==> config.mk <==
export PLATFORM = sky130hd
export DESIGN_NAME = maxpool2x2
export DESIGN_NICKNAME = d
export VERILOG_FILES = /design/src/rtl/maxpool_pkg.sv /design/src/rtl/maxpool2x2_linebuf.sv /design/src/rtl/maxpool2x2.sv
export SDC_FILE = /design/constraint.sdc
export NUM_CORES = 1
export LEC_CHECK = 0
export ABC_AREA = 0
export BUFFER_PORTS_ARGS = -buffer_cell sky130_fd_sc_hd__buf_2
export CORE_UTILIZATION = 60
export CTS_CLUSTER_SIZE = 28
export DETAILED_ROUTE_END_ITERATION = 10
export PLACE_DENSITY = 0.79
export SYNTH_ARGS = -nofsm -noshare
export SYNTH_HDL_FRONTEND = slang
export SYNTH_HIERARCHICAL = 1
export SYNTH_SLANG_ARGS = --single-unit
==> constraint.sdc <==
create_clock -name clk -period 5.05 [get_ports clk]
set_clock_uncertainty 0.15 [all_clocks]
set_input_delay 1.01 -clock clk [delete_from_list [all_inputs] [get_ports clk]]
set_output_delay 1.01 -clock clk [all_outputs]
set_load 0.02 [all_outputs]
==> src/rtl/maxpool_pkg.sv <==
`default_nettype none
// ============================================================================
// Module   : maxpool_pkg
// Brief    : State encoding, default geometry/counter widths and the signed
//            max helper shared by the 2x2 max-pool stage.
// Revision : 1.0  initial release
// ============================================================================
package maxpool_pkg;

    typedef logic [1:0] state_t;

    localparam state_t c_IDLE = 2'd0;
    localparam state_t c_RUN  = 2'd1;
    localparam state_t c_DONE = 2'd2;

    localparam int c_DEF_DATA_WIDTH = 8;
    localparam int c_DEF_IMG_W      = 8;
    localparam int c_DEF_IMG_H      = 8;
    localparam int c_DEF_COL_W      = $clog2(c_DEF_IMG_W);
    localparam int c_DEF_ROW_W      = $clog2(c_DEF_IMG_H);
    localparam int c_DEF_OUT_W      = $clog2(c_DEF_IMG_W / 2 * c_DEF_IMG_H / 2 + 1);

    // Operands are sign-extended to 32 bits by the caller, so any pixel width up to 32 works.
    function automatic logic signed [31:0] smax(input logic signed [31:0] a,
                                                input logic signed [31:0] b);
        return (a >= b) ? a : b;
    endfunction

endpackage
`default_nettype wire

==> src/rtl/maxpool2x2_linebuf.sv <==
`default_nettype none
// ============================================================================
// Module   : maxpool2x2_linebuf
// Brief    : One-row buffer of horizontal pair maxima; one write port and one
//            asynchronous read port sharing a single address.
// Revision : 1.0  initial release
// ============================================================================
module maxpool2x2_linebuf #(
    parameter int DATA_WIDTH = 8,
    parameter int DEPTH      = 4,
    parameter int ADDR_W     = 2
) (
    input  logic                  clk,
    input  logic                  we_i,
    input  logic [ADDR_W-1:0]     addr_i,
    input  logic [DATA_WIDTH-1:0] wdata_i,
    output logic [DATA_WIDTH-1:0] rdata_o
);

    logic [DATA_WIDTH-1:0] mem_q [DEPTH];

    // Contents are don't-care after reset, so the array carries no reset.
    always_ff @(posedge clk) begin
        if (we_i) begin
            mem_q[addr_i] <= wdata_i;
        end
    end

    assign rdata_o = mem_q[addr_i];

endmodule
`default_nettype wire

==> src/rtl/maxpool2x2.sv <==
`default_nettype none
// ============================================================================
// Module   : maxpool2x2
// Brief    : Streaming 2x2 / stride-2 signed max-pool with start/done framing.
//            Define MAXPOOL_RELU_EN to clamp negative pooled values to zero.
// Revision : 1.0  initial release
// ============================================================================
module maxpool2x2
    import maxpool_pkg::*;
#(
    parameter int DATA_WIDTH = c_DEF_DATA_WIDTH,
    parameter int IMG_W      = c_DEF_IMG_W,
    parameter int IMG_H      = c_DEF_IMG_H
) (
    input  logic                  clk,
    input  logic                  rst,
    input  logic                  start,
    output logic                  done,
    input  logic                  in_valid_in,
    output logic                  in_ready_out,
    input  logic [DATA_WIDTH-1:0] data_in,
    output logic                  out_valid_out,
    input  logic                  out_ready_in,
    output logic [DATA_WIDTH-1:0] out_data
);

    localparam int c_COL_W  = $clog2(IMG_W);
    localparam int c_ROW_W  = $clog2(IMG_H);
    localparam int c_NOUT   = (IMG_W / 2) * (IMG_H / 2);
    localparam int c_OUT_W  = $clog2(c_NOUT + 1);
    localparam int c_ADDR_W = (IMG_W > 2) ? $clog2(IMG_W / 2) : 1;

    state_t                       state_q, state_d;
    logic [c_COL_W-1:0]           col_q, col_d;
    logic [c_ROW_W-1:0]           row_q, row_d;
    logic [c_OUT_W-1:0]           out_cnt_q, out_cnt_d;
    logic signed [DATA_WIDTH-1:0] h_max_q, h_max_d;
    logic                         out_valid_q, out_valid_d;
    logic [DATA_WIDTH-1:0]        out_data_q, out_data_d;

    logic                         w_accept, w_out_hs, w_last_col, w_last_row;
    logic                         w_lb_we, w_win_done;
    logic [c_ADDR_W-1:0]          w_lb_addr;
    logic signed [DATA_WIDTH-1:0] w_din, w_hp, w_lb_rd, w_pooled, w_result;

    assign w_din        = data_in;
    assign in_ready_out = (state_q == c_RUN) && (!out_valid_q || out_ready_in);
    assign w_accept     = in_valid_in && in_ready_out;
    assign w_out_hs     = out_valid_q && out_ready_in;
    assign w_last_col   = (col_q == c_COL_W'(IMG_W - 1));
    assign w_last_row   = (row_q == c_ROW_W'(IMG_H - 1));

    // Even rows park the horizontal pair max; odd rows combine it with the row above.
    assign w_hp       = DATA_WIDTH'(smax(32'(h_max_q), 32'(w_din)));
    assign w_lb_addr  = c_ADDR_W'(col_q >> 1);
    assign w_lb_we    = w_accept && !row_q[0] && col_q[0];
    assign w_win_done = w_accept &&  row_q[0] && col_q[0];
    assign w_pooled   = DATA_WIDTH'(smax(32'(w_lb_rd), 32'(w_hp)));

`ifdef MAXPOOL_RELU_EN
    assign w_result = w_pooled[DATA_WIDTH-1] ? '0 : w_pooled;
`else
    assign w_result = w_pooled;
`endif

    maxpool2x2_linebuf #(
        .DATA_WIDTH (DATA_WIDTH),
        .DEPTH      (IMG_W / 2),
        .ADDR_W     (c_ADDR_W)
    ) u_linebuf (
        .clk     (clk),
        .we_i    (w_lb_we),
        .addr_i  (w_lb_addr),
        .wdata_i (w_hp),
        .rdata_o (w_lb_rd)
    );

    always_comb begin
        state_d     = state_q;
        col_d       = col_q;
        row_d       = row_q;
        out_cnt_d   = out_cnt_q;
        h_max_d     = h_max_q;
        out_valid_d = out_valid_q;
        out_data_d  = out_data_q;

        if (w_accept) begin
            if (w_last_col) begin
                col_d = '0;
                row_d = w_last_row ? '0 : row_q + c_ROW_W'(1);
            end else begin
                col_d = col_q + c_COL_W'(1);
            end
            if (!col_q[0]) begin
                h_max_d = w_din;
            end
        end

        if (w_out_hs) begin
            out_cnt_d = out_cnt_q + c_OUT_W'(1);
        end

        // A fresh result wins over a same-cycle handshake, keeping the stream bubble-free.
        if (w_win_done) begin
            out_valid_d = 1'b1;
            out_data_d  = w_result;
        end else if (w_out_hs) begin
            out_valid_d = 1'b0;
        end

        case (state_q)
            c_IDLE: begin
                if (start) begin
                    state_d   = c_RUN;
                    col_d     = '0;
                    row_d     = '0;
                    out_cnt_d = '0;
                end
            end
            c_RUN: begin
                if (w_out_hs && (out_cnt_q == c_OUT_W'(c_NOUT - 1))) begin
                    state_d = c_DONE;
                end
            end
            c_DONE:  state_d = c_IDLE;
            default: state_d = c_IDLE;
        endcase
    end

    always_ff @(posedge clk or posedge rst) begin
        if (rst) begin
            state_q     <= c_IDLE;
            col_q       <= '0;
            row_q       <= '0;
            out_cnt_q   <= '0;
            h_max_q     <= '0;
            out_valid_q <= 1'b0;
            out_data_q  <= '0;
        end else begin
            state_q     <= state_d;
            col_q       <= col_d;
            row_q       <= row_d;
            out_cnt_q   <= out_cnt_d;
            h_max_q     <= h_max_d;
            out_valid_q <= out_valid_d;
            out_data_q  <= out_data_d;
        end
    end

    assign done          = (state_q == c_DONE);
    assign out_valid_out = out_valid_q;
    assign out_data      = out_data_q;

endmodule
`default_nettype wire

==> summary.txt <==
GRT
  – First-pass GRT wire length: 10700 um
  – Global route overflow: 0
  – Largest net degree at the start of global routing: 31
  – GRT Util Overall: 0.247
  – Number of global-route vias before repair: 2180
  – Initial antenna violation count: 0

STA
  – Max Slew Vio Count: 0
  – Endpoints failing hold: 0
  – Period utilization: 0.860
  – Final setup margin: 0.705 ns
  – Total negative slack: 0 ns
  – RSZ-0062 raised after global routing: false
  – Worst Max-Slew Pin Slew: 0.623 ns
  – Tmin final: 4.34 ns
  – Normalized max-slew margin: 0.585
  – Maximum clock frequency: 230 MHz
  – Final setup fails: 0

Yosys
  – Register area share after synthesis: 0.513
  – Yosys warns: 6
  – EDFF count, synth: 32
  – Syn_nets: 303
  – Synth area leader: edfxtp_1
  – Seq cells post-synth: 62
  – Async S/R FF share, synth: 0.484
  – Cell variety after synth: 54
  – Cell area after synthesis: 3340 um2
  – Top-area cell type share of the netlist area: 0.288
  – Synth area leaders: edfxtp_1 (29%), dfrtp_1 (23%), ha_1 (8.3%)
  – Post-synthesis average cell area: 12.4 um2
  – Synth Flop Type: edfxtp_1
  – Post-synthesis cell count: 268

Critical path
  – Crit path max-delay family: compound AO/OA/AOI/OAI gates
  – CP max FO: 12
  – CP endpoint kind: register
  – Slowest cell on crit path: or3_1
  – WP data arrival: 4.45 ns
  – WP buf/inv: 4
  – CP Class: input port to register
  – Critical path cell sequence: buf_2, inv_1, ha_1, a21o_1, a2111o_1, buf_4, and3_1, a211o_1, inv_1, ha_1, a211oi_1, a31oi_1, or3_1, o221ai_1
  – CP Launch Type: input port
  – Crit-path max cell delay: 0.52 ns
  – Critical path required time: 5.16 ns

Clock network
  – Post-CTS Repair Setup Buffers: 0
  – Clk Latency, worst-skew pair: 0.34 ns
  – Max Buffers Root-to-Sink: 2
  – Clock-pin transition on the worst setup and hold timing paths: 0.08 ns
  – Cts bufs inserted: 9
  – TritonCTS clock tree: built
  – # H-tree levels: 3
  – Post-CTS sizing: 0
  – Clk sinks: 62
  – Root Driver: clkbuf_8
  – Cts-stage hold buffer count: 0

Status
  – Status: finished clean

Drt
  – First DRT Iteration DRCs: 166
  – Drt first pass iters: 4
  – Final WL: 6420 um
  – Post-route DRC: 0
  – Vias per inst: 5.87
  – DRT antenna net count: 0
  – WL/cell: 17.2 um
  – Via Count: 2189

Cells and area
  – Commonest non-fill, non-tap cell in the layout: edfxtp_1
  – Final layout net count: 333
  – Commonest cells after routing, fill and taps aside: edfxtp_1 (32), nand2_1 (31), dfrtp_1 (30), inv_1 (25), buf_2 (23)
  – Share of cells above drive strength 1: 0.281
  – Area grow syn2layout: 12.3%
  – Number of diodes: 0
  – Area of the multi-input gates: 1460 um2
  – FF/Latch Area: 1710 um2
  – Final Instance Count excl. Fillers: 373
  – Fillcell total: 351

Placed design
  – Pre-CTS setup slack: 0.457 ns
  – Inst Count DP: 357
  – Post-DP HPWL: 4460 um
  – Routability Congestion: 0.897
  – Number of port buffers: 23

Floorplan
  – Core Area: 5240 um2
  – Die Span Y: 76.6 um
  – Io pins: 24
  – Rows: 26
  – Initial Util: 0.637
  – Die W: 76.6 um
  – Die ar.: 5860 um2

Power
  – VDD IR max: 0.303 mV
  – Leak Pwr: 1.63 nW
  – Power density over the cells: 651 nW/um2

Flow run
  – MaxCap Viol Count: 0

Min path
  – Worst Hold Class: register to register
-- metrics by stage --
| stage | instance area, um2 | utilization | power (mW) | hold slack [ns] |
|---|---|---|---|---|
| finish | 3740 | 0.715 | 2.44 | 0.339 |
| global route | 3740 | 0.715 | 2.60 | 0.356 |
| CTS | 3740 | 0.715 | 2.44 | 0.339 |
| detailed placement | 3520 | 0.673 | 1.92 | 0.328 |
| global placement | 3520 | 0.673 | 1.88 | 0.319 |
| floorplan | 3340 | - | 1.66 | 0.347 |
-- routing by layer --
metal / share of wire / vias to the layer above / global-route usage
met5: 0 / - / 0
met1: 0.44 / 1071 / 0.321
met3: 0.065 / 12 / 0.0814
li1: - / 1038 / -
met2: 0.48 / 68 / 0.377
met4: 0.018 / 0 / 0.108
-- worst paths after layout --
kind / startpoint / to / slack (ns) / depth (start not counted)
setup / recovery: data_in[5] / out_data[5] / 0.71 / 14
max in group asynchronous: rst / out_cnt_q[0] / 3.89 / 3
setup reg to reg: h_max_q[5] / out_data[5] / 1.08 / 12
min in group asynchronous: rst / out_data[6] / 0.58 / 3
hold / removal: out_data[6] / out_data[6] / 0.34 / 2
hold reg to reg: out_data[6] / out_data[6] / 0.34 / 2
-- where the power goes --
part / internal (mW) / switching [mW]
Sequential: 0.736 / 0.121
Clock: 0.281 / 0.207
Combinational: 0.467 / 0.625
-- synth_stat cells, types with 4 or more instances --
cell type,number
a21oi_1,19
and3_1,7
clkbuf_1,4
dfrtp_1,30
edfxtp_1,32
ha_1,22
inv_1,25
mux2_2,8
mux4_2,6
nand2_1,31
nor2_1,9
nor2b_1,4
o221ai_1,5
-- flip-flops by register name (all words and copies together), names as in the netlist --
name and count:
out_data 8, u_linebuf/mem_q 32, col_q 3, state_q 2
out_valid_out 1, row_q 3, h_max_q 8, out_cnt_q 5
-- cell families (layout without fill, tap and decap cells) --
group | count (synthesis) | after routing | synth area share
AO/OA/AOI/OAI | 52 | 52 | 0.136
buffers and inverters | 37 | 72 | 0.0484
XOR/XNOR | 3 | 3 | 0.00788
AND/OR/NAND/NOR | 74 | 74 | 0.123
adder cells (fa/ha/maj) | 22 | 22 | 0.0825
flip-flops | 62 | 62 | 0.513
multiplexers | 18 | 18 | 0.0893
-- worst min-delay path: stages (launching register included) --
cell and delay (ns):
dfrtp_1 0.34, nand2_1 0.05, o221ai_1 0.06
-- area by class of cell --
class	count	share of cell area
clock buffers	10	0.0341
clock inverters	6	0.0251
inverters	27	0.0271
multi-input cells	169	0.391
flip-flops and latches	62	0.457
well taps	70	0.0234
repair buffers	29	0.0428
Power figures use the tool's default switching activity.
